File: config.mk
export PLATFORM = sky130hd
export DESIGN_NAME = c17_bist_ctrl_flat
export DESIGN_NICKNAME = d
export VERILOG_FILES = /design/src/rtl/c17_bist_pkg.sv /design/src/rtl/c17_bist_ctrl_if.sv /design/src/rtl/bist_lfsr_misr.sv /design/src/rtl/c17_bist_ctrl.sv /design/src/flat_wrapper.sv
export SDC_FILE = /design/constraint.sdc
export NUM_CORES = 1
export LEC_CHECK = 0
export CAP_MARGIN = 20
export CORE_ASPECT_RATIO = 1.5
export CORE_MARGIN = 5
export CORE_UTILIZATION = 56
export DETAILED_ROUTE_END_ITERATION = 12
export GPL_TIMING_DRIVEN = 1
export MAX_ROUTING_LAYER = met4
export PLACE_DENSITY = 0.92
export SLEW_MARGIN = 20
export SYNTH_ARGS = -nofsm -noshare
export SYNTH_HDL_FRONTEND = slang
export SYNTH_SLANG_ARGS = --single-unit
File: constraint.sdc
create_clock -name clk -period 3.6 [get_ports clk]
set_clock_uncertainty 0.2 [all_clocks]
set_input_delay 0.72 -clock clk [delete_from_list [all_inputs] [get_ports clk]]
set_output_delay 0.72 -clock clk [all_outputs]
set_load 0.005 [all_outputs]
File: src/rtl/c17_bist_pkg.sv
// rtl/c17_bist_pkg.sv - shared types, widths and polynomial helpers for the c17 BIST sequencer
// Contents: FSM state enum, netlist/signature widths, LFSR/MISR tap masks, next-state helpers.
package c17_bist_pkg;

    localparam int DUT_IN_W  = 10;
    localparam int DUT_OUT_W = 4;
    localparam int SIG_W     = 8;

    // x^10 + x^7 + 1: feedback is q[9]^q[6]
    localparam logic [DUT_IN_W-1:0] LFSR_TAPS = 10'h240;
    // x^8 + x^6 + x^5 + x^4 + 1: feedback is m[7]^m[5]^m[4]^m[3]
    localparam logic [SIG_W-1:0]    MISR_TAPS = 8'hB8;

    typedef enum logic [1:0] {
        ST_IDLE    = 2'd0,
        ST_APPLY   = 2'd1,
        ST_CAPTURE = 2'd2,
        ST_DONE    = 2'd3
    } bist_state_t;

    function automatic logic [DUT_IN_W-1:0] lfsr_next(input logic [DUT_IN_W-1:0] q);
        return {q[DUT_IN_W-2:0], ^(q & LFSR_TAPS)};
    endfunction

    function automatic logic [SIG_W-1:0] misr_next(input logic [SIG_W-1:0]     m,
                                                   input logic [DUT_OUT_W-1:0] r);
        return {m[SIG_W-2:0], ^(m & MISR_TAPS)} ^ {{(SIG_W-DUT_OUT_W){1'b0}}, r};
    endfunction

endpackage

File: src/rtl/c17_bist_ctrl_if.sv
// rtl/c17_bist_ctrl_if.sv - host and netlist signal bundle for the c17 BIST sequencer
// Host side: start, num_patterns, golden_sig in; busy, done, pass, signature out.
// Netlist side: dut_in drives the netlist inputs, dut_out returns its outputs.
// slave modport is the sequencer view; master modport is the host/netlist view.
interface c17_bist_ctrl_if #(
    parameter int CNT_W = 16
);
    import c17_bist_pkg::*;

    logic                 start;
    logic [CNT_W-1:0]     num_patterns;
    logic [SIG_W-1:0]     golden_sig;
    logic [DUT_IN_W-1:0]  dut_in;
    logic [DUT_OUT_W-1:0] dut_out;
    logic                 busy;
    logic                 done;
    logic                 pass;
    logic [SIG_W-1:0]     signature;

    modport master (
        output start, num_patterns, golden_sig, dut_out,
        input  dut_in, busy, done, pass, signature
    );

    modport slave (
        input  start, num_patterns, golden_sig, dut_out,
        output dut_in, busy, done, pass, signature
    );

endinterface

File: src/rtl/bist_lfsr_misr.sv
// rtl/bist_lfsr_misr.sv - pattern LFSR and response MISR registers with load/step enables
// Ports: clk, rst (sync active-high), i_load (reseed both), i_step (advance both),
//        i_dut_out (response absorbed on step), o_lfsr_next, o_misr, o_misr_next.
module bist_lfsr_misr
    import c17_bist_pkg::*;
#(
    parameter logic [DUT_IN_W-1:0] LFSR_SEED = 10'h001,
    parameter logic [SIG_W-1:0]    MISR_SEED = 8'h00
) (
    input  logic                 clk,
    input  logic                 rst,
    input  logic                 i_load,
    input  logic                 i_step,
    input  logic [DUT_OUT_W-1:0] i_dut_out,
    output logic [DUT_IN_W-1:0]  o_lfsr_next,
    output logic [SIG_W-1:0]     o_misr,
    output logic [SIG_W-1:0]     o_misr_next
);

    logic [DUT_IN_W-1:0] r_lfsr;
    logic [SIG_W-1:0]    r_misr;
    logic [DUT_IN_W-1:0] w_lfsr_next;
    logic [SIG_W-1:0]    w_misr_next;

    assign w_lfsr_next = lfsr_next(r_lfsr);
    assign w_misr_next = misr_next(r_misr, i_dut_out);

    always_ff @(posedge clk) begin
        if (rst) begin
            r_lfsr <= LFSR_SEED;
            r_misr <= MISR_SEED;
        end else if (i_load) begin
            r_lfsr <= LFSR_SEED;
            r_misr <= MISR_SEED;
        end else if (i_step) begin
            r_lfsr <= w_lfsr_next;
            r_misr <= w_misr_next;
        end
    end

    assign o_lfsr_next = w_lfsr_next;
    assign o_misr      = r_misr;
    assign o_misr_next = w_misr_next;

endmodule

File: src/rtl/c17_bist_ctrl.sv
// rtl/c17_bist_ctrl.sv - BIST sequencer driving the dual-c17 netlist and checking its signature
// Ports: clk, rst (sync active-high), bus (c17_bist_ctrl_if.slave): start/num_patterns/golden_sig
//        from the host, busy/done/pass/signature back to it, dut_in/dut_out to the netlist.
module c17_bist_ctrl
    import c17_bist_pkg::*;
#(
    parameter logic [DUT_IN_W-1:0] LFSR_SEED = 10'h001,
    parameter logic [SIG_W-1:0]    MISR_SEED = 8'h00,
    parameter int                  CNT_W     = 16
) (
    input  logic             clk,
    input  logic             rst,
    c17_bist_ctrl_if.slave   bus
);

    bist_state_t         r_state;
    bist_state_t         w_state_next;
    logic [CNT_W-1:0]    r_cnt;
    logic [SIG_W-1:0]    r_golden;
    logic [DUT_IN_W-1:0] r_dut_in;
    logic                r_pass;

    logic                w_load;
    logic                w_step;
    logic                w_num_zero;
    logic                w_cnt_last;
    logic [DUT_IN_W-1:0] w_lfsr_next;
    logic [SIG_W-1:0]    w_misr;
    logic [SIG_W-1:0]    w_misr_next;

    assign w_num_zero = (bus.num_patterns == '0);
    assign w_cnt_last = (r_cnt == CNT_W'(1));

    bist_lfsr_misr #(
        .LFSR_SEED (LFSR_SEED),
        .MISR_SEED (MISR_SEED)
    ) u_lfsr_misr (
        .clk         (clk),
        .rst         (rst),
        .i_load      (w_load),
        .i_step      (w_step),
        .i_dut_out   (bus.dut_out),
        .o_lfsr_next (w_lfsr_next),
        .o_misr      (w_misr),
        .o_misr_next (w_misr_next)
    );

    always_comb begin
        w_state_next = r_state;
        w_load       = 1'b0;
        w_step       = 1'b0;
        case (r_state)
            ST_IDLE, ST_DONE: begin
                if (bus.start) begin
                    w_load       = 1'b1;
                    w_state_next = w_num_zero ? ST_DONE : ST_APPLY;
                end
            end
            ST_APPLY: begin
                w_state_next = ST_CAPTURE;
            end
            ST_CAPTURE: begin
                w_step       = 1'b1;
                w_state_next = w_cnt_last ? ST_DONE : ST_APPLY;
            end
            default: begin
                w_state_next = ST_IDLE;
            end
        endcase
    end

    always_ff @(posedge clk) begin
        if (rst) begin
            r_state  <= ST_IDLE;
            r_cnt    <= '0;
            r_golden <= '0;
            r_dut_in <= '0;
            r_pass   <= 1'b0;
        end else begin
            r_state <= w_state_next;
            if (w_load) begin
                r_cnt    <= bus.num_patterns;
                r_golden <= bus.golden_sig;
                // An empty run finishes at once with the seed as its signature.
                r_pass   <= w_num_zero && (MISR_SEED == bus.golden_sig);
                if (!w_num_zero) begin
                    r_dut_in <= LFSR_SEED;
                end
            end
            if (w_step) begin
                r_cnt <= r_cnt - CNT_W'(1);
                if (w_cnt_last) begin
                    // Compare the value the MISR is about to hold, so pass is ready with done.
                    r_pass <= (w_misr_next == r_golden);
                end else begin
                    // dut_in only moves on CAPTURE->APPLY; it keeps the last vector in DONE.
                    r_dut_in <= w_lfsr_next;
                end
            end
        end
    end

    assign bus.dut_in    = r_dut_in;
    assign bus.busy      = (r_state == ST_APPLY) || (r_state == ST_CAPTURE);
    assign bus.done      = (r_state == ST_DONE);
    assign bus.pass      = r_pass;
    assign bus.signature = w_misr;

endmodule

File: src/flat_wrapper.sv
// flat-port wrapper written by rule: the top's interface ports become plain ports
module c17_bist_ctrl_flat import c17_bist_pkg::*;
#(
    parameter logic [DUT_IN_W-1:0] LFSR_SEED = 10'h001,
    parameter logic [SIG_W-1:0]    MISR_SEED = 8'h00,
    parameter int                  CNT_W     = 16
)
  (clk, rst, bus_start, bus_num_patterns, bus_golden_sig, bus_dut_out, bus_dut_in, bus_busy, bus_done, bus_pass, bus_signature);
  c17_bist_ctrl_if #(.CNT_W(CNT_W)) bus_i ();
  input  logic clk;
  input  logic rst;
  input wire logic [$bits(bus_i.start)-1:0] bus_start;
  input wire logic [$bits(bus_i.num_patterns)-1:0] bus_num_patterns;
  input wire logic [$bits(bus_i.golden_sig)-1:0] bus_golden_sig;
  input wire logic [$bits(bus_i.dut_out)-1:0] bus_dut_out;
  output wire logic [$bits(bus_i.dut_in)-1:0] bus_dut_in;
  output wire logic [$bits(bus_i.busy)-1:0] bus_busy;
  output wire logic [$bits(bus_i.done)-1:0] bus_done;
  output wire logic [$bits(bus_i.pass)-1:0] bus_pass;
  output wire logic [$bits(bus_i.signature)-1:0] bus_signature;
  assign bus_i.start = bus_start;
  assign bus_i.num_patterns = bus_num_patterns;
  assign bus_i.golden_sig = bus_golden_sig;
  assign bus_i.dut_out = bus_dut_out;
  assign bus_dut_in = bus_i.dut_in;
  assign bus_busy = bus_i.busy;
  assign bus_done = bus_i.done;
  assign bus_pass = bus_i.pass;
  assign bus_signature = bus_i.signature;
  c17_bist_ctrl #(.LFSR_SEED(LFSR_SEED), .MISR_SEED(MISR_SEED), .CNT_W(CNT_W)) u_core (.clk(clk), .rst(rst), .bus(bus_i));
endmodule
# Word level (Yosys, flattened, before mapping)
# Cells that the tools add are included.
# word_totals
reg_bits	55
output_inout_bits	21
elab_cells	41
# classes
n_addsub	1
reduce_logical	10
eq_ne	6
mux	16
bitwise_logic	1
# op_table
operator	count
10-bit two-way mux	4
16-bit two-way mux	2
16-bit by 1-bit equality test with 1-bit output (second input constant)	1
16-bit zero test	1
16-bit by 1-bit subtractor with 16-bit output (second input constant)	1
10-bit XOR reduction	1
8-bit equality test	1
8-bit zero test	1
8-bit XOR reduction	1
8-bit by 4-bit bitwise XOR with 8-bit output	1
1-bit two-way mux	6
2-bit two-way mux	3
2-bit case mux with 3 select lines	1
2-bit equality test (second input constant)	2
2-bit OR reduction	2
2-bit by 1-bit equality test with 1-bit output (second input constant)	1
2-bit zero test	1
2-bit != test (second input constant)	1
2-bit nonzero test	1
1-bit logical AND	1
1-bit logical OR	1

# Longest topological paths before layout
# Gate-level depths: netlist of the first run.
# logic_depth
depth_word	6
ltp_mapped	8
mapped_depth_nobuf	7

# By module
# A second synthesis of the first run with hierarchy kept.
# unflattened
cells_unflattened	324
area_unflattened_um2	2798.9
# modules_own_cells
mod	area_each_um2	cells_each	n_inst	seq_area_each_um2
c17_bist_ctrl	1979.4	237	1	740.7
bist_lfsr_misr	819.5	87	1	360.3

# Least setup slack after synthesis of the first run
# Ideal clock, no wire load.
# synth_path
path_type	in2reg
from	input port bus_num_patterns[10]
to	register u_core.r_dut_in[0] (netlist: u_core.bus.dut_in[0])
slack_ns	1.427
stages	6
setup_ns	0.133
required_ns	3.267
arrival_ns	1.840
path_cell_list	nor4_1 and4_1 nand2b_1 clkbuf_1 nor3b_1 a211oi_2
# synth_via
elab_chain_len	5
# synth_lines
element	line	text
start: declaration	flat_wrapper.sv:13	input wire logic [$bits(bus_i.num_patterns)-1:0] bus_num_patterns;
16-bit zero test *	c17_bist_ctrl.sv:31	assign w_num_zero = (bus.num_patterns == '0);
10-bit two-way mux *	c17_bist_ctrl.sv:86	if (!w_num_zero) begin
10-bit two-way mux *	c17_bist_ctrl.sv:81	if (w_load) begin
10-bit two-way mux	c17_bist_ctrl.sv:92	if (w_cnt_last) begin
10-bit two-way mux *	c17_bist_ctrl.sv:90	if (w_step) begin
end signal: assignment	c17_bist_ctrl.sv:97	r_dut_in <= w_lfsr_next;
end: declaration	c17_bist_ctrl.sv:20	logic [DUT_IN_W-1:0] r_dut_in;
# Mark *: on every way between the ends. The rest lies on a longest branch, timed or not.
# A chain may end at the register's enable or synchronous reset.

# Final worst setup path of the first run
# layout_path
from	register u_core.r_state[0]
to	output port bus_busy
# layout_via
elab_chain_len	2
# layout_lines
element	line	text
start: declaration	c17_bist_ctrl.sv:16	bist_state_t r_state;
start signal: assignment	c17_bist_ctrl.sv:80	r_state <= w_state_next;
2-bit by 1-bit equality test with 1-bit output / 2-bit equality test (equally long branches)	c17_bist_ctrl.sv:104	assign bus.busy = (r_state == ST_APPLY) || (r_state == ST_CAPTURE);
1-bit logical OR *	c17_bist_ctrl.sv:104	
end: declaration	flat_wrapper.sv:17	output wire logic [$bits(bus_i.busy)-1:0] bus_busy;
# Marked as above.

==> flow_summary.rst, run 1 <==
.. list-table::
   :header-rows: 1

   * - Metric
     - Value
   * - Peak VDD IR
     - 0.000298 V
   * - Layout net count
     - 401
   * - Final hold violation count
     - 0
   * - Largest net degree at the start of global routing
     - 59
   * - Number of CTS-inserted buffers
     - 5
   * - Syn Inst Count
     - around 330
   * - Cts-stage hold buffer count
     - 0
   * - Synth cell types
     - 46
   * - Top flip-flop cell by instance count after synthesis
     - sky130_fd_sc_hd__dfxtp_1
   * - CTS tree
     - built
   * - Filler instances
     - slightly below 400
   * - Drt total wl
     - around 7.0 mm
   * - Top cell type's share of synthesized area
     - 0.394
   * - Status
     - completed
   * - Gr usage total
     - 0.237
   * - Total non-filler cell area in the finished layout
     - 0.00337 sq mm
   * - EDFF count, synth
     - 0
   * - Maximum fanout count along the critical path
     - 15
   * - Net switching power of the design
     - 0.974 mW
   * - Count of vias placed by the detailed router
     - 2,557
   * - Proportion of total power due to net switching
     - 0.425
   * - Source-to-sink clock delay at the later pin of the worst-skew pair
     - about 0.32 ns
   * - Area of the core
     - 0.00485 sq mm
   * - Top-Level Pins
     - 52
   * - Number of storage elements in the synthesis netlist
     - between 50 and 60
   * - Async set or reset register ratio after synthesis
     - 0
   * - Data arrival time of the worst path
     - approximately 1.8 ns
   * - Final weighted congestion in routability-driven placement
     - between 0.9 and 1
   * - Clock Tree Buf Depth
     - 2
   * - Clock root buffer
     - sky130_fd_sc_hd__clkbuf_8
   * - Unrepaired setup endpoints after global routing
     - no
   * - Number of DRC violations after detailed routing
     - 0
   * - CTS HTree Levels
     - 2
   * - Final hold slack
     - ~0.28 ns
   * - Post-synthesis net count
     - 366
   * - Startpoint Class
     - flip-flop
   * - Reported leakage power
     - approximately 1.2 nW
   * - Power share of the sequential group
     - 0.391
   * - Share of layout cells above drive strength 1
     - 0.0658
   * - Number of clock sinks
     - 55
   * - CP Data Required Time
     - 2.68 ns
   * - Wire length of the first global-routing pass
     - 11.5 mm
   * - Worst slew margin relative to its limit
     - 0.531
   * - Number of rows created at floorplan
     - 31
   * - Mean instance size in the synthesized netlist
     - 8.49 sq um
   * - Number of warnings issued by yosys
     - 0
   * - Maximum Capacitance Violations
     - 0
   * - PwrDens
     - 680 mW/mm^2
   * - Inserted Diodes
     - 0
   * - Worst min path class
     - reg2reg
   * - Die height
     - 96.5 microns
   * - Antenna violations before repair
     - 0
   * - Post-route clock period utilization
     - 0.753
   * - Placed wire-length estimate
     - 4.94 mm
   * - Aggregate negative setup slack
     - 0 ns
   * - Top achievable clock speed
     - 369 MHz
   * - DP Area
     - 0.00328 sq mm
   * - Count of instances resized after the clock tree is built
     - 0
   * - Combinational group share of total power
     - 0.452
   * - Slew at the pin closest to its max-slew limit
     - 0.703 ns
   * - Wire length per cell
     - 16.2 microns
   * - Iteration-0 DRC Markers
     - 209
   * - Post-synth top area cell
     - sky130_fd_sc_hd__dfxtp_1
   * - Synth area leaders
     - sky130_fd_sc_hd__dfxtp_1 (39%), sky130_fd_sc_hd__nand2_1 (5.9%), sky130_fd_sc_hd__a211oi_1 (5.6%)
   * - PortBufs
     - slightly above 50
   * - DIE WIDTH
     - between 60 and 70 microns
   * - Final critical-path setup slack
     - 0.890 ns
   * - Clk slew on worst S/H paths
     - ~0.10 ns
   * - Pre-CTS worst setup slack
     - about 0.79 ns
   * - Seq/Total Area, Yosys
     - 0.394
   * - Post-DR vias/cell
     - around 5.9
   * - Number of buffers inserted by post-CTS setup repair
     - 0
   * - Number of max-slew violations in the final report
     - 0
   * - Final period demand of the worst path
     - 2.71 ns
   * - Clock Power Share
     - 0.156
   * - Synthesis-to-layout area growth
     - 20.7%
   * - Critical Path End Type
     - output port
   * - Number of global-route vias before repair
     - 2,565
   * - Starting density of the core
     - 0.576
   * - Post-detailed-route count of antenna-violating nets
     - 0
   * - Setup Crit Path Kind
     - reg2out
   * - Floorplan die area
     - 0.00653 sq mm
   * - Iteration count of the initial detailed-routing pass
     - 4
   * - Utilization of the core after routing
     - 0.695
   * - Leftover overflow at the end of global routing
     - 0
   * - Netlist area before placement
     - 0.00279 sq mm
   * - # setup viols final
     - 0
   * - Internal Pwr Total
     - ~1.3 mW
-- cells by family after synthesis --
| kind of cell | count (synthesis) | synth area share |
|---|---|---|
| DFF | 55 | 0.394 |
| buffers and inverters | 33 | 0.0578 |
| adders and majority gates | 6 | 0.0269 |
| xor gates and xnor gates | 24 | 0.0753 |
| AOI/OAI and AO/OA | 67 | 0.157 |
| muxes | 16 | 0.0578 |
| and+or+nand+nor | 128 | 0.231 |
-- cells in the final DEF, fill, tap and decap left out, types with 2 or more instances in the layout --
master,count
sky130_fd_sc_hd__o21ai_0,3
sky130_fd_sc_hd__nand3_1,12
sky130_fd_sc_hd__nor3_2,2
sky130_fd_sc_hd__buf_4,4
sky130_fd_sc_hd__nand2_1,44
sky130_fd_sc_hd__nor2_1,30
sky130_fd_sc_hd__dfxtp_1,55
sky130_fd_sc_hd__nand2b_1,4
sky130_fd_sc_hd__a211oi_1,21
sky130_fd_sc_hd__clkdlybuf4s50_1,51
sky130_fd_sc_hd__a21oi_1,29
sky130_fd_sc_hd__nand4_1,4
sky130_fd_sc_hd__ha_1,5
sky130_fd_sc_hd__and3_1,9
sky130_fd_sc_hd__inv_1,6
sky130_fd_sc_hd__nor4_1,9
sky130_fd_sc_hd__clkbuf_8,5
sky130_fd_sc_hd__xor2_1,9
sky130_fd_sc_hd__mux2i_1,15
sky130_fd_sc_hd__xnor2_1,15
sky130_fd_sc_hd__nor4_2,2
sky130_fd_sc_hd__o21a_1,2
sky130_fd_sc_hd__a311oi_1,3
sky130_fd_sc_hd__nor3_1,2
-- stage by stage --
stage | std cells | power [mW]
floorplan | 329 | 1.66
global placement | 423 | 1.88
detailed placement | 423 | 1.93
CTS | 431 | 2.28
global route | 431 | 2.44
finish | 431 | 2.29
-- sequential cells by signal, summed over array words and instances, names as in the netlist --
signal / cells
u_core.r_cnt: 16
u_core.bus.dut_in: 10
u_core.u_lfsr_misr.r_lfsr: 10
u_core.r_golden: 8
u_core.bus.pass: 1
u_core.r_state: 2
u_core.u_lfsr_misr.o_misr: 8
-- power by group through the flow --
| stage | combinational, mW | sequential, mW | clock, mW |
|---|---|---|---|
| after floorplan | 0.800 | 0.855 | 0 |
| final | 1.04 | 0.898 | 0.359 |
| after detailed placement | 1.02 | 0.905 | 0 |
| after global placement | 0.987 | 0.895 | 0 |
| after global routing | 1.15 | 0.913 | 0.386 |
| after CTS | 1.03 | 0.891 | 0.357 |
-- cell type report --
type | instances | area (sq um) | area share
clock buffers | 5 | 68.8 | 0.0204
repair buffers | 55 | 541 | 0.160
multi-input cells | 241 | 1530 | 0.455
flip-flops and latches | 55 | 1100 | 0.327
clock inverters | 3 | 22.5 | 0.00668
inverters | 6 | 22.5 | 0.00668
well taps | 66 | 82.6 | 0.0245
-- critical path: stages, from the launching register on --
cell                              delay, ns
sky130_fd_sc_hd__dfxtp_1               0.43
sky130_fd_sc_hd__inv_1                 0.07
sky130_fd_sc_hd__ha_2                  0.46
sky130_fd_sc_hd__inv_1                 0.06
sky130_fd_sc_hd__clkdlybuf4s50_1       0.44
-- cells in the mapped netlist, drive strengths merged (2+ instances only) --
master / instances
a211oi: 22
a21oi: 29
a311oi: 3
and3: 9
buf: 13
clkbuf: 14
dfxtp: 55
ha: 6
inv: 6
mux2i: 15
nand2: 44
nand2b: 4
nand3: 12
nand4: 5
nor2: 30
nor3: 5
nor3b: 2
nor4: 11
o21a: 2
o21ai: 4
xnor2: 15
xor2: 9
-- path summary, 6_finish.rpt --
kind / cells past startpoint / slack (ns) / end / startpoint
setup / recovery: 4 / 0.89 / bus_busy / u_core.r_state[0]
hold / removal: 2 / 0.28 / u_core.r_golden[1] / u_core.r_golden[1]
setup reg to reg: 5 / 1.34 / u_core.bus.dut_in[0] / u_core.r_state[1]
hold reg to reg: 2 / 0.28 / u_core.r_golden[1] / u_core.r_golden[1]
-- routing by layer --
metal	vias to the layer above	share of wire	track usage
li1	1236	-	-
met1	1213	0.38	0.247
met2	92	0.54	0.428
met3	16	0.058	0.0451
met4	0	0.022	0.0964
met5	-	0	-
Power figures use the tool's default switching activity.
==> run 2: changes to the inputs <==
--- a/config.mk
+++ b/config.mk
@@ -8,11 +8,11 @@
 export CAP_MARGIN = 20
 export CORE_ASPECT_RATIO = 1.5
 export CORE_MARGIN = 5
-export CORE_UTILIZATION = 56
+export CORE_UTILIZATION = 52
 export DETAILED_ROUTE_END_ITERATION = 12
 export GPL_TIMING_DRIVEN = 1
 export MAX_ROUTING_LAYER = met4
-export PLACE_DENSITY = 0.92
+export PLACE_DENSITY = 0.87
 export SLEW_MARGIN = 20
 export SYNTH_ARGS = -nofsm -noshare
 export SYNTH_HDL_FRONTEND = slang
==> constraint.sdc (replaced) <==
create_clock -name clk -period 2.8 [get_ports clk]
set_clock_uncertainty 0.2 [all_clocks]
set_input_delay 0.56 -clock clk [delete_from_list [all_inputs] [get_ports clk]]
set_output_delay 0.56 -clock clk [all_outputs]
set_load 0.005 [all_outputs]
==> flow_summary.rst, run 2 (synthesis gave the netlist of run 1 again) <==
.. list-table::
   :header-rows: 1

   * - Metric
     - Value
   * - Slew at the pin closest to its max-slew limit
     - approximately 0.66 ns
   * - CTS tree
     - built
   * - Final hold violation count
     - 0
   * - Number of max-slew violations in the final report
     - 0
   * - Most common cell after layout, fill and taps aside
     - sky130_fd_sc_hd__dfxtp_1
   * - Aggregate negative setup slack
     - 0 ns
   * - Iteration-0 DRC Markers
     - about 210
   * - Number of buffers inserted by post-CTS setup repair
     - 0
   * - Critical Path End Type
     - output port
   * - Slowest CP cell
     - sky130_fd_sc_hd__ha_2
   * - PwrDens
     - 861 mW/mm^2
   * - Top-Level Pins
     - 52
   * - Number of cells in the design after placement
     - 430
   * - Setup Crit Path Kind
     - reg2out
   * - Iteration count of the initial detailed-routing pass
     - 4
   * - Placed wire-length estimate
     - 4.99 mm
   * - Count of vias placed by the detailed router
     - 2,514
   * - Worst Min Path Start
     - u_core.bus.dut_in[6]
   * - Pre-CTS worst setup slack
     - 0.237 ns
   * - Final period demand of the worst path
     - 2.53 ns
   * - Most frequent CP cell
     - sky130_fd_sc_hd__inv_1
   * - Register name with the most flops
     - u_core.r_cnt
   * - Crit path cell chain
     - inv_1 > ha_2 > inv_1 > clkdlybuf4s50_1
   * - Worst min path class
     - reg2reg
   * - Drt total wl
     - 6.81 mm
   * - Post-DR vias/cell
     - 5.75
   * - Number of global-route vias before repair
     - 2,535
   * - Utilization of the core after routing
     - 0.660
   * - Top library cells by usage in the layout, fill and taps aside
     - sky130_fd_sc_hd__dfxtp_1 (55), sky130_fd_sc_hd__clkdlybuf4s50_1 (51), sky130_fd_sc_hd__nand2_1 (44)
   * - Count of instances resized after the clock tree is built
     - 0
   * - Maximum fanout count along the critical path
     - 15
   * - Number of CTS-inserted buffers
     - 5
   * - Cts-stage hold buffer count
     - 0
   * - Synthesis-to-layout area growth
     - 22.0%
   * - Data arrival time of the worst path
     - 1.77 ns
   * - # setup viols final
     - 0
   * - Status
     - completed
   * - DIE WIDTH
     - 69.8 microns
   * - Final critical-path setup slack
     - between 0.2 and 0.3 ns
   * - Slowest Stage Delay on Critical Path
     - 0.46 ns
   * - Post-route clock period utilization
     - 0.902
   * - Unrepaired setup endpoints after global routing
     - no
   * - Gr usage total
     - 0.209
   * - Clock root buffer
     - sky130_fd_sc_hd__clkbuf_8
   * - CP Data Required Time
     - 2.04 ns
   * - Final weighted congestion in routability-driven placement
     - around 0.89
   * - Wire length per cell
     - 15.6 microns
   * - Post-detailed-route count of antenna-violating nets
     - 0
   * - Starting density of the core
     - 0.541
   * - Wire length of the first global-routing pass
     - between 10 and 15 mm
   * - Startpoint Class
     - flip-flop
   * - PortBufs
     - 51
   * - Max reg flops
     - 16
   * - Maximum Capacitance Violations
     - 0
   * - Share of layout cells above drive strength 1
     - 0.0759
   * - Area of the core
     - 0.00516 sq mm
   * - Inserted Diodes
     - 0
   * - Worst slew margin relative to its limit
     - 0.563
   * - Peak VDD IR
     - 0.000501 V
   * - Final standard cell count with taps included and fillers excluded
     - around 440
   * - CTS HTree Levels
     - 2
   * - Source-to-sink clock delay at the later pin of the worst-skew pair
     - 0.31 ns
   * - Number of rows created at floorplan
     - 32
   * - Clk slew on worst S/H paths
     - 0.10 ns
   * - Die height
     - approximately 100 microns
   * - Layout net count
     - 406
   * - Reported leakage power
     - 1.21 nW
   * - Largest net degree at the start of global routing
     - 59
   * - Clock Tree Buf Depth
     - 2
   * - Number of DRC violations after detailed routing
     - 0
   * - Hold Path Depth
     - 2
   * - Antenna violations before repair
     - 0
   * - Number of clock sinks
     - 55
   * - Reg2Reg Launch Point
     - u_core.r_state[0]
   * - Floorplan die area
     - around 0.0070 sq mm
   * - Leftover overflow at the end of global routing
     - 0
   * - FF-to-FF path depth
     - 7
   * - Top achievable clock speed
     - 396 MHz
   * - Startpoint of the most critical setup path
     - u_core.r_state[0]
-- run 2: changes by cell type in the layout (fill, tap and decap cells not counted), sizes merged --
cell	previous run	this run
clkbuf	5	6
clkinv	2	1
inv	7	6
buf	4	9
-- run 2: critical path, delay by kind of cell, from the launching register on --
family | cells | cell delay, ns
adders and majority gates | 1 | 0.46
buffers and inverters | 3 | 0.57
DFF | 1 | 0.42
-- run 2: area by class of cell --
class                           count  area, sq um
Sequential cell                    55         1100
Clock inverter                      1         5.00
Clock buffer                        6         82.6
Timing Repair Buffer               60          578
Fill cell                         425         1760
Tap cell                           68         85.1
Inverter                            6         22.5
Multi-Input combinational cell    241         1530
-- run 2: path summary, 6_finish.rpt --
path | endpoint | slack, ns
hold reg to reg | u_core.bus.dut_in[6] | 0.27
hold / removal | u_core.bus.dut_in[6] | 0.27
setup reg to reg | u_core.bus.dut_in[8] | 0.58
setup / recovery | bus_busy | 0.27
-- run 2: metrics by stage --
| stage | hold WS, ns | total power [mW] | area (sq um) |
|---|---|---|---|
| 2_1_floorplan | 0.244 | 2.13 | 2790 |
| 6_report | 0.272 | 2.93 | 3410 |
| 4_1_cts | 0.276 | 2.93 | 3410 |
| 5_1_grt | 0.297 | 3.14 | 3410 |
| 3_3_place_gp | 0.253 | 2.45 | 3320 |
| 3_5_place_dp | 0.262 | 2.49 | 3320 |
-- run 2: where the power goes --
group	switching, mW	leakage [nW]	total, mW	internal [mW]
registers	0.208	0.448	1.15	0.941
clock network	0.247	0.0470	0.441	0.195
logic	0.748	0.715	1.34	0.595
total	1.20	1.21	2.93	1.73
-- run 2: metal layers --
| metal | up-vias | track usage | part of all wire |
|---|---|---|---|
| met5 | - | - | 0 |
| met2 | 71 | 0.376 | 0.54 |
| met1 | 1202 | 0.229 | 0.40 |
| met3 | 9 | 0.0344 | 0.042 |
| met4 | 0 | 0.0811 | 0.020 |
| li1 | 1232 | - | - |
==> run 3: changes to the inputs <==
--- a/config.mk
+++ b/config.mk
@@ -8,11 +8,11 @@
 export CAP_MARGIN = 20
 export CORE_ASPECT_RATIO = 1.5
 export CORE_MARGIN = 5
-export CORE_UTILIZATION = 52
+export CORE_UTILIZATION = 56
 export DETAILED_ROUTE_END_ITERATION = 12
 export GPL_TIMING_DRIVEN = 1
 export MAX_ROUTING_LAYER = met4
-export PLACE_DENSITY = 0.87
+export PLACE_DENSITY = 0.92
 export SLEW_MARGIN = 20
 export SYNTH_ARGS = -nofsm -noshare
 export SYNTH_HDL_FRONTEND = slang
==> constraint.sdc (replaced) <==
create_clock -name clk -period 3.2 [get_ports clk]
set_clock_uncertainty 0.2 [all_clocks]
set_input_delay 0.64 -clock clk [delete_from_list [all_inputs] [get_ports clk]]
set_output_delay 0.64 -clock clk [all_outputs]
set_load 0.005 [all_outputs]
==> flow_summary.rst, run 3 (synthesis gave the netlist of run 1 again) <==
.. list-table::
   :header-rows: 1

   * - Metric
     - Value
   * - Status
     - completed
   * - Pre-CTS worst setup slack
     - 0.443 ns
   * - Maximum Capacitance Violations
     - 0
   * - FF-to-FF path depth
     - 6
   * - Source-to-sink clock delay at the later pin of the worst-skew pair
     - about 0.31 ns
   * - Number of clock sinks
     - 55
   * - Aggregate negative setup slack
     - 0 ns
   * - CTS tree
     - built
   * - Synthesis-to-layout area growth
     - 21.1%
   * - Top-Level Pins
     - 52
   * - Starting density of the core
     - 0.576
   * - Worst slew margin relative to its limit
     - 0.550
   * - Clock root buffer
     - sky130_fd_sc_hd__clkbuf_8
   * - Post-DR vias/cell
     - 5.83
   * - DIE WIDTH
     - roughly 68 microns
   * - Wire length of the first global-routing pass
     - about 11 mm
   * - Clk slew on worst S/H paths
     - around 0.1 ns
   * - Most common cell after layout, fill and taps aside
     - sky130_fd_sc_hd__dfxtp_1
   * - Leftover overflow at the end of global routing
     - 0
   * - Number of rows created at floorplan
     - 31
   * - Post-route total power
     - ~2.6 mW
   * - Final hold violation count
     - 0
   * - Filler instances
     - 395
   * - Unrepaired setup endpoints after global routing
     - no
   * - FF-to-FF End
     - u_core.r_cnt[15]
   * - Drt total wl
     - 6.76 mm
   * - Antenna violations before repair
     - 0
   * - Worst min path class
     - reg2reg
   * - Final critical-path setup slack
     - 0.597 ns
   * - Inserted Diodes
     - 0
   * - Wire length per cell
     - 15.6 microns
   * - Worst Min Path Start
     - u_core.u_lfsr_misr.r_lfsr[2]
   * - Number of global-route vias before repair
     - 2,482
   * - PortBufs
     - 51
   * - Data arrival time of the worst path
     - around 1.8 ns
   * - Peak VDD IR
     - 0.000407 V
   * - Cts-stage hold buffer count
     - 0
   * - PwrDens
     - 755 mW/mm^2
   * - Hold Path Depth
     - 2
   * - Combined area of the multi-input logic cells
     - approximately 0.0015 sq mm
   * - Critical Path End Type
     - output port
   * - Max reg flops
     - 16
   * - Iteration count of the initial detailed-routing pass
     - 5
   * - CP Data Required Time
     - 2.36 ns
   * - Count of vias placed by the detailed router
     - 2,523
   * - Area of the core
     - 0.00485 sq mm
   * - CTS HTree Levels
     - 2
   * - Number of buffers inserted by post-CTS setup repair
     - 0
   * - Footprint of the flip-flops and latches
     - 0.00110 sq mm
   * - Startpoint Class
     - flip-flop
   * - Post-route clock period utilization
     - 0.813
   * - Count of instances resized after the clock tree is built
     - 0
   * - Die height
     - 96.5 microns
   * - Register name with the most flops
     - u_core.r_cnt
   * - Final weighted congestion in routability-driven placement
     - around 0.92
   * - Setup slack of the most critical reg-to-reg path
     - 0.74 ns
   * - Number of max-slew violations in the final report
     - 0
   * - Floorplan die area
     - 0.00653 sq mm
   * - Final period demand of the worst path
     - 2.60 ns
   * - Slew at the pin closest to its max-slew limit
     - 0.673 ns
   * - Largest net degree at the start of global routing
     - 59
   * - # setup viols final
     - 0
   * - Post-detailed-route count of antenna-violating nets
     - 0
   * - Gr usage total
     - 0.224
   * - Top achievable clock speed
     - 384 MHz
   * - Layout net count
     - 403
   * - Setup Crit Path Kind
     - reg2out
   * - Top library cells by usage in the layout, fill and taps aside
     - sky130_fd_sc_hd__dfxtp_1 (55), sky130_fd_sc_hd__clkdlybuf4s50_1 (51), sky130_fd_sc_hd__nand2_1 (44)
   * - Number of DRC violations after detailed routing
     - 0
   * - Placed wire-length estimate
     - 4.95 mm
   * - Iteration-0 DRC Markers
     - 152
   * - End of the worst hold path
     - u_core.bus.dut_in[3]
   * - Clock Tree Buf Depth
     - 2
   * - Maximum fanout count along the critical path
     - 15
   * - Reported leakage power
     - 1.19 nW
   * - Reg2Reg Launch Point
     - u_core.r_state[0]
   * - Share of layout cells above drive strength 1
     - 0.0708
   * - Number of CTS-inserted buffers
     - 5
-- run 3: cell count changes in the layout (fill, tap and decap cells not counted) --
cell / previous run / this run
sky130_fd_sc_hd__buf_4: 9 / 6
sky130_fd_sc_hd__clkinvlp_4: 0 / 2
sky130_fd_sc_hd__clkbuf_8: 6 / 5
-- run 3: routing by layer --
| metal | routed length [microns] | track usage | vias up | part of all wire |
|---|---|---|---|---|
| met5 | 0 | - | - | 0 |
| met4 | 185 | 0.120 | 0 | 0.027 |
| met3 | 267 | 0.0394 | 14 | 0.040 |
| met2 | 3630 | 0.405 | 76 | 0.54 |
| met1 | 2670 | 0.223 | 1208 | 0.40 |
| li1 | - | - | 1225 | - |
-- run 3: area by class of cell --
type	count	share of cell area
clock buffers	5	0.0203
clock inverters	3	0.00592
inverters	6	0.00666
multi-input cells	241	0.453
flip-flops and latches	55	0.325
well taps	66	0.0244
repair buffers	57	0.164
-- run 3: worst max path at each step --
stage                              start              endpoint  slack (ns)
global placement     bus_num_patterns[2]  u_core.bus.dut_in[0]        0.45
CTS                    u_core.r_state[0]              bus_busy        0.59
floorplan           bus_num_patterns[10]  u_core.bus.dut_in[0]        1.11
finish                 u_core.r_state[0]              bus_busy        0.60
global route           u_core.r_state[0]              bus_busy        0.50
detailed placement   bus_num_patterns[9]  u_core.bus.dut_in[0]        0.44
-- run 3: where the power goes --
group | switching [mW] | internal, mW | total (mW)
clock | 0.230 | 0.153 | 0.383
combinational | 0.654 | 0.507 | 1.16
sequential | 0.186 | 0.824 | 1.01
-- run 3: worst max-delay path: stages, from the launching register on --
cell,delay (ns)
sky130_fd_sc_hd__dfxtp_1,0.42
sky130_fd_sc_hd__inv_1,0.07
sky130_fd_sc_hd__ha_2,0.45
sky130_fd_sc_hd__inv_1,0.07
sky130_fd_sc_hd__clkdlybuf4s50_1,0.44
-- run 3: metrics by stage --
stage	std cells	hold slack (ns)	utilization	cell area, sq um
finish	433	0.276	0.698	3380
global route	433	0.305	0.698	3380
detailed placement	425	0.259	0.679	3290
floorplan	329	0.244	-	2790
global placement	425	0.256	0.679	3290
CTS	433	0.275	0.698	3380
